===== src/rtl/addr_sel_pkg.sv =====
`default_nettype none
// +--------------------------------------------------------------------+
// | addr_sel_pkg : shared widths, sizes and types for addr_sel          |
// | Rev 1.0                                                             |
// +--------------------------------------------------------------------+
package addr_sel_pkg;
   localparam int ADDR_SERIAL_NUM_WIDTH = 7;
   localparam int SRAM_ADDR_WIDTH       = 10;
   localparam int NUM_LANES             = 32;
   localparam int DEPTH                 = 96;
   localparam int PORT_LANES            = 32;
   localparam logic [SRAM_ADDR_WIDTH-1:0] IDLE_ADDR = 10'h3FF;

   typedef logic [SRAM_ADDR_WIDTH-1:0]       sram_addr_t;
   typedef logic [ADDR_SERIAL_NUM_WIDTH-1:0] serial_num_t;
endpackage
`default_nettype wire


===== src/rtl/addr_sel_lane.sv =====
`default_nettype none
// +--------------------------------------------------------------------+
// | addr_sel_lane : one skewed read-address lane (window, offset, reg)  |
// | ADDR_SEL_IDLE_PARK_EN: park out-of-window lanes at IDLE_ADDR,       |
// | otherwise hold the last registered address.   Rev 1.0              |
// +--------------------------------------------------------------------+
module addr_sel_lane #(
   parameter int SN_WIDTH  = 7,
   parameter int AW        = 10,
   parameter int LANE_IDX  = 0,
   parameter int DEPTH     = 96,
   parameter int BASE      = 0,
   parameter logic [AW-1:0] IDLE_ADDR = '1
) (
   input  logic                clk,
   input  logic                rst,
   input  logic [SN_WIDTH-1:0] addr_serial_num,
   output logic [AW-1:0]       raddr
);
   import addr_sel_pkg::*;

   localparam int               LAST_I  = DEPTH - 1;
   localparam logic [SN_WIDTH:0]   WIN_LO  = LANE_IDX[SN_WIDTH:0];
   localparam logic [SN_WIDTH-1:0] K_LAST  = LAST_I[SN_WIDTH-1:0];
   localparam logic [AW-1:0]       BASE_A  = BASE[AW-1:0];

   logic [SN_WIDTH:0] diff;
   logic              active;
   logic [AW-1:0]     next_addr;

   // A borrow out of n - LANE_IDX means the window has not opened yet
   assign diff      = {1'b0, addr_serial_num} - WIN_LO;
   assign active    = !diff[SN_WIDTH] && (diff[SN_WIDTH-1:0] <= K_LAST);
   assign next_addr = BASE_A + AW'(diff[SN_WIDTH-1:0]);

   always_ff @(posedge clk) begin
      if (rst) begin
         raddr <= IDLE_ADDR;
      end else if (active) begin
         raddr <= next_addr;
      end
`ifdef ADDR_SEL_IDLE_PARK_EN
      else begin
         raddr <= IDLE_ADDR;
      end
`endif
   end
endmodule
`default_nettype wire


===== src/rtl/addr_sel.sv =====
`default_nettype none
// +--------------------------------------------------------------------+
// | addr_sel : wavefront read-address generator, 32 weight + 32 data    |
// | lanes. Macro ADDR_SEL_IDLE_PARK_EN selects park vs hold.  Rev 1.0   |
// +--------------------------------------------------------------------+
module addr_sel #(
   parameter int ADDR_SERIAL_NUM_WIDTH = addr_sel_pkg::ADDR_SERIAL_NUM_WIDTH,
   parameter int SRAM_ADDR_WIDTH       = addr_sel_pkg::SRAM_ADDR_WIDTH,
   parameter int NUM_LANES             = addr_sel_pkg::NUM_LANES,
   parameter int DEPTH                 = addr_sel_pkg::DEPTH,
   parameter int W_BASE                = 0,
   parameter int D_BASE                = 0,
   parameter logic [SRAM_ADDR_WIDTH-1:0] IDLE_ADDR = addr_sel_pkg::IDLE_ADDR
) (
   input  logic clk,
   input  logic rst,
   input  logic [ADDR_SERIAL_NUM_WIDTH-1:0] addr_serial_num,
   output logic [SRAM_ADDR_WIDTH-1:0] sram_raddr_w0,  sram_raddr_w1,  sram_raddr_w2,  sram_raddr_w3,
                                      sram_raddr_w4,  sram_raddr_w5,  sram_raddr_w6,  sram_raddr_w7,
                                      sram_raddr_w8,  sram_raddr_w9,  sram_raddr_w10, sram_raddr_w11,
                                      sram_raddr_w12, sram_raddr_w13, sram_raddr_w14, sram_raddr_w15,
                                      sram_raddr_w16, sram_raddr_w17, sram_raddr_w18, sram_raddr_w19,
                                      sram_raddr_w20, sram_raddr_w21, sram_raddr_w22, sram_raddr_w23,
                                      sram_raddr_w24, sram_raddr_w25, sram_raddr_w26, sram_raddr_w27,
                                      sram_raddr_w28, sram_raddr_w29, sram_raddr_w30, sram_raddr_w31,
   output logic [SRAM_ADDR_WIDTH-1:0] sram_raddr_d0,  sram_raddr_d1,  sram_raddr_d2,  sram_raddr_d3,
                                      sram_raddr_d4,  sram_raddr_d5,  sram_raddr_d6,  sram_raddr_d7,
                                      sram_raddr_d8,  sram_raddr_d9,  sram_raddr_d10, sram_raddr_d11,
                                      sram_raddr_d12, sram_raddr_d13, sram_raddr_d14, sram_raddr_d15,
                                      sram_raddr_d16, sram_raddr_d17, sram_raddr_d18, sram_raddr_d19,
                                      sram_raddr_d20, sram_raddr_d21, sram_raddr_d22, sram_raddr_d23,
                                      sram_raddr_d24, sram_raddr_d25, sram_raddr_d26, sram_raddr_d27,
                                      sram_raddr_d28, sram_raddr_d29, sram_raddr_d30, sram_raddr_d31
);
   import addr_sel_pkg::*;

   logic [SRAM_ADDR_WIDTH-1:0] w_addr [PORT_LANES];
   logic [SRAM_ADDR_WIDTH-1:0] d_addr [PORT_LANES];

   // Port list is fixed at 32 lanes; lanes beyond NUM_LANES are tied idle
   for (genvar i = 0; i < PORT_LANES; i++) begin : g_lane
      if (i < NUM_LANES) begin : g_act
         addr_sel_lane #(
            .SN_WIDTH(ADDR_SERIAL_NUM_WIDTH), .AW(SRAM_ADDR_WIDTH), .LANE_IDX(i),
            .DEPTH(DEPTH), .BASE(W_BASE), .IDLE_ADDR(IDLE_ADDR)
         ) u_w (
            .clk(clk), .rst(rst), .addr_serial_num(addr_serial_num), .raddr(w_addr[i])
         );
         addr_sel_lane #(
            .SN_WIDTH(ADDR_SERIAL_NUM_WIDTH), .AW(SRAM_ADDR_WIDTH), .LANE_IDX(i),
            .DEPTH(DEPTH), .BASE(D_BASE), .IDLE_ADDR(IDLE_ADDR)
         ) u_d (
            .clk(clk), .rst(rst), .addr_serial_num(addr_serial_num), .raddr(d_addr[i])
         );
      end else begin : g_off
         assign w_addr[i] = IDLE_ADDR;
         assign d_addr[i] = IDLE_ADDR;
      end
   end

   assign sram_raddr_w0  = w_addr[0];  assign sram_raddr_w1  = w_addr[1];
   assign sram_raddr_w2  = w_addr[2];  assign sram_raddr_w3  = w_addr[3];
   assign sram_raddr_w4  = w_addr[4];  assign sram_raddr_w5  = w_addr[5];
   assign sram_raddr_w6  = w_addr[6];  assign sram_raddr_w7  = w_addr[7];
   assign sram_raddr_w8  = w_addr[8];  assign sram_raddr_w9  = w_addr[9];
   assign sram_raddr_w10 = w_addr[10]; assign sram_raddr_w11 = w_addr[11];
   assign sram_raddr_w12 = w_addr[12]; assign sram_raddr_w13 = w_addr[13];
   assign sram_raddr_w14 = w_addr[14]; assign sram_raddr_w15 = w_addr[15];
   assign sram_raddr_w16 = w_addr[16]; assign sram_raddr_w17 = w_addr[17];
   assign sram_raddr_w18 = w_addr[18]; assign sram_raddr_w19 = w_addr[19];
   assign sram_raddr_w20 = w_addr[20]; assign sram_raddr_w21 = w_addr[21];
   assign sram_raddr_w22 = w_addr[22]; assign sram_raddr_w23 = w_addr[23];
   assign sram_raddr_w24 = w_addr[24]; assign sram_raddr_w25 = w_addr[25];
   assign sram_raddr_w26 = w_addr[26]; assign sram_raddr_w27 = w_addr[27];
   assign sram_raddr_w28 = w_addr[28]; assign sram_raddr_w29 = w_addr[29];
   assign sram_raddr_w30 = w_addr[30]; assign sram_raddr_w31 = w_addr[31];

   assign sram_raddr_d0  = d_addr[0];  assign sram_raddr_d1  = d_addr[1];
   assign sram_raddr_d2  = d_addr[2];  assign sram_raddr_d3  = d_addr[3];
   assign sram_raddr_d4  = d_addr[4];  assign sram_raddr_d5  = d_addr[5];
   assign sram_raddr_d6  = d_addr[6];  assign sram_raddr_d7  = d_addr[7];
   assign sram_raddr_d8  = d_addr[8];  assign sram_raddr_d9  = d_addr[9];
   assign sram_raddr_d10 = d_addr[10]; assign sram_raddr_d11 = d_addr[11];
   assign sram_raddr_d12 = d_addr[12]; assign sram_raddr_d13 = d_addr[13];
   assign sram_raddr_d14 = d_addr[14]; assign sram_raddr_d15 = d_addr[15];
   assign sram_raddr_d16 = d_addr[16]; assign sram_raddr_d17 = d_addr[17];
   assign sram_raddr_d18 = d_addr[18]; assign sram_raddr_d19 = d_addr[19];
   assign sram_raddr_d20 = d_addr[20]; assign sram_raddr_d21 = d_addr[21];
   assign sram_raddr_d22 = d_addr[22]; assign sram_raddr_d23 = d_addr[23];
   assign sram_raddr_d24 = d_addr[24]; assign sram_raddr_d25 = d_addr[25];
   assign sram_raddr_d26 = d_addr[26]; assign sram_raddr_d27 = d_addr[27];
   assign sram_raddr_d28 = d_addr[28]; assign sram_raddr_d29 = d_addr[29];
   assign sram_raddr_d30 = d_addr[30]; assign sram_raddr_d31 = d_addr[31];
endmodule
`default_nettype wire


===== config.mk =====
export PLATFORM = sky130hd
export DESIGN_NAME = addr_sel
export DESIGN_NICKNAME = d
export VERILOG_FILES = /design/src/rtl/addr_sel_pkg.sv /design/src/rtl/addr_sel_lane.sv /design/src/rtl/addr_sel.sv
export SDC_FILE = /design/constraint.sdc
export NUM_CORES = 1
export LEC_CHECK = 0
export CORE_AREA = 2 2 255 257
export DETAILED_ROUTE_END_ITERATION = 7
export DIE_AREA = 0 0 257 259
export PLACE_DENSITY = 0.5
export SLEW_MARGIN = 20
export SYNTH_ARGS = -nofsm -noshare
export SYNTH_HDL_FRONTEND = slang
export SYNTH_SLANG_ARGS = --single-unit

===== constraint.sdc =====
create_clock -name clk -period 3.8 [get_ports clk]
set_clock_uncertainty 0.15 [all_clocks]
set_input_delay 0.76 -clock clk [delete_from_list [all_inputs] [get_ports clk]]
set_output_delay 0.76 -clock clk [all_outputs]
set_load 0.05 [all_outputs]

==> results.sh <==
export IMPL_p_seq_frac=0.283
export IMPL_switching_power_w=0.00520
export IMPL_die_y_um=259
export IMPL_areaGrowthSynthToFinish_pct=42.5
export IMPL_dp_hpwl_um=48200
export IMPL_nets=2082
export IMPL_synth_area_per_cell_sq_um=8.29
export IMPL_cp_num_buf_inv=3
export IMPL_numCtsBuffers=34
export IMPL_tightest_slew_ns=0.779
export IMPL_grt_start_max_net_pins=94
export IMPL_final_util=0.324
export IMPL_slew_headroom=0.481
export IMPL_fin_area_sq_um=20700
export IMPL_antenna_found_initial=2
export IMPL_yosys_area_top_type_share=0.353
export IMPL_switching_share=0.437
export IMPL_grt_setup_unrepaired="false"
export IMPL_min_period_ns=3.26
export IMPL_core_rowCount=93
export IMPL_dpl_cell_area_sq_um=19500
export IMPL_wl_per_cell_um=21.3
export IMPL_cp_slowest_stage_delay_ns=0.50
export IMPL_drtIter0Drc=695
export IMPL_pwr_share_comb=0.431
export IMPL_fin_cells=2927
export IMPL_crit_arrival_ns=3.56
export IMPL_worstHoldStart="g_lane[7].g_act.u_d.raddr[1]"
export IMPL_vias_per_cell=4.43
export IMPL_setup_viol=0
export IMPL_fin_hold_ws_ns=0.352
export IMPL_layout_drive_gt1_share=0.0864
export IMPL_p_int_w=0.00669
export IMPL_netlist_top_cells_area="dfxtp_1, buf_4, nand2_1, xnor2_1, o211ai_1"
export IMPL_cp_slowest_cell="clkdlybuf4s50_1"
export IMPL_cts_sinks=256
export IMPL_cts_tree="done"
export IMPL_cts_setup_buffers=0
export IMPL_final_antenna_net_count=0
export IMPL_root_buffer="clkbuf_16"
export IMPL_finalHoldViolCount=0
export IMPL_power_leakage_nw=8.22
export IMPL_status="completed"
export IMPL_cap_violations=0
export IMPL_worst_ep_required_time_ns=4.11
export IMPL_cts_max_level=2
export IMPL_yosys_area_top_type="dfxtp_1"
export IMPL_clk_pin_slew_ns=0.05
export IMPL_core_area_sq_um=63900
export IMPL_insertion_delay_ns=0.53
export IMPL_ir_drop_uv=304
export IMPL_wl_um=62400
export IMPL_r2r_start="g_lane[21].g_act.u_d.raddr[3]"
export IMPL_grtUsageTotal=0.178
export IMPL_place_inst=2866
export IMPL_synthArstFlopShare=0
export IMPL_clk_path_buf_depth=3
export IMPL_setup_tns_final_ns=0
export IMPL_synth_edf_count=0
export IMPL_cts_hold_buffers_added=0
export IMPL_end_kind="flop"
export IMPL_seq_area_frac_synth=0.353
export IMPL_start_kind="primary input"
export IMPL_drc=0
export IMPL_power_density_nw_per_um2=575
export IMPL_dr_pass1_iters=5
export IMPL_synth_common_cells="buf_4, dfxtp_1, nand2_1, nor2_1"
export IMPL_vias=13000
export IMPL_design_die_area_sq_um=66600
export IMPL_ys_ff_latch=256
export IMPL_syn_area_sq_um=14500
export IMPL_hp_class="flop to flop"
export IMPL_grt_pass1_wl_um=88200
export IMPL_worstPathCellList="clkdlybuf4s50_1 > inv_1 > buf_4 > ha_1 > xor2_1 > or3_1 > and3b_1 > o22a_1 > nor2_1 > mux2i_1"
export IMPL_syn_inst=1752
export IMPL_diodes=0
export IMPL_yosysWarnings=0
export IMPL_maxSlewViolCount=0
export IMPL_num_fill_cells=6575
export IMPL_gp_congestion=0.861
export IMPL_yosysMostFrequentCell="buf_4"
export IMPL_port_buffers=648
export IMPL_yosys_most_used_dff="dfxtp_1"
export IMPL_startpoint="addr_serial_num[1]"
export IMPL_clkPwrFrac=0.286
export IMPL_synth_cell_types=69
export IMPL_post_cts_resized=0
export IMPL_period_share=0.857
export IMPL_start_util=0.227
export IMPL_boundaryPins=649
export IMPL_cp_max_fo=7
export IMPL_max_freq_ghz=0.307
export IMPL_grt_pass1_vias=12500
export IMPL_critPathTopFamily="simple AND/OR/NAND/NOR gates"
export IMPL_syn_nets=1787
export IMPL_crit_type="primary input to flop"
export IMPL_die_w_um=257
export IMPL_grt_ovfl_total=0
## cell usage in the layout (no fill, tap or decap), types with 6 or more instances in the layout
cell type / Yosys / final
clkdlybuf4s50_1: 0 / 641
dfxtp_1: 256 / 256
nand2_1: 200 / 200
nor2_1: 98 / 98
buf_4: 388 / 94
a21oi_1: 89 / 89
o211ai_1: 89 / 89
xnor2_1: 77 / 77
o21ai_0: 78 / 75
mux2i_1: 46 / 46
nor3_1: 44 / 44
clkbuf_16: 0 / 37
a21o_1: 26 / 26
ha_1: 26 / 26
inv_1: 26 / 25
nand3_1: 23 / 23
a31oi_1: 20 / 20
o22ai_1: 14 / 14
o21a_1: 14 / 14
nor2b_1: 12 / 12
a211oi_1: 10 / 10
nand2b_1: 9 / 9
and2_1: 9 / 9
clkinv_2: 0 / 9
or3_1: 7 / 7
a21boi_0: 6 / 6
o21ai_1: 3 / 6
buf_2: 29 / 6
## cells by family after synthesis
group	Yosys count	synth area share
adders and majority gates	26	0.0224
buffers and inverters	518	0.237
AOI/OAI and AO/OA	398	0.179
muxes	46	0.0317
and+or+nand+nor	425	0.127
xor gates and xnor gates	83	0.0505
DFF	256	0.353
## worst min-delay path: stages (launching register included)
cell and delay [ns]:
dfxtp_1 0.32, nand2_1 0.06, o211ai_1 0.07
## power groups by stage
stage / Sequential (W) / Clock (W) / Combinational (W)
2_1_floorplan: 0.00427 / 0 / 0.00291
3_3_place_gp: 0.00343 / 0 / 0.00514
3_5_place_dp: 0.00345 / 0 / 0.00514
4_1_cts: 0.00339 / 0.00353 / 0.00515
5_1_grt: 0.00342 / 0.00362 / 0.00531
6_report: 0.00336 / 0.00341 / 0.00513
## path summary, 6_finish.rpt
check                                                      to  slack (ns)  cells after the start
worst min-delay path             g_lane[7].g_act.u_d.raddr[1]        0.35                      2
worst min register to register   g_lane[7].g_act.u_d.raddr[1]        0.35                      2
worst max register to register  g_lane[21].g_act.u_d.raddr[3]        2.48                      2
worst max-delay path            g_lane[25].g_act.u_d.raddr[1]        0.54                     10
## through the flow
step	setup WS [ns]	power [W]
after CTS	0.569	0.0121
after global routing	0.363	0.0124
after global placement	0.0367	0.00857
final	0.543	0.0119
after detailed placement	0.0106	0.00859
after floorplan	0.0169	0.00717
## registers in the layout, summed over array words and instances (netlist names)
| signal | cells |
|---|---|
| g_lane.g_act.u_d.raddr | 152 |
| g_lane.g_act.u_w.raddr | 104 |
## per-layer routing
layer  track usage  vias to the layer above  share of wire
met5             0                        -        0.00032
met2         0.322                      485           0.51
met3        0.0271                       73          0.048
li1              -                     6187              -
met1         0.221                     6232           0.43
met4        0.0413                        4          0.020
## final cells by class
type | count | area (sq um) | share of cell area
tap | 855 | 1070 | 0.0517
sequential | 256 | 5120 | 0.248
clock inverter | 14 | 173 | 0.00834
multi-input combinational | 978 | 5970 | 0.288
timing repair buffer | 745 | 7230 | 0.349
clock buffer | 47 | 1010 | 0.0489
inverter | 32 | 125 | 0.00604
Note: power is estimated with default switching activity, not from simulation.
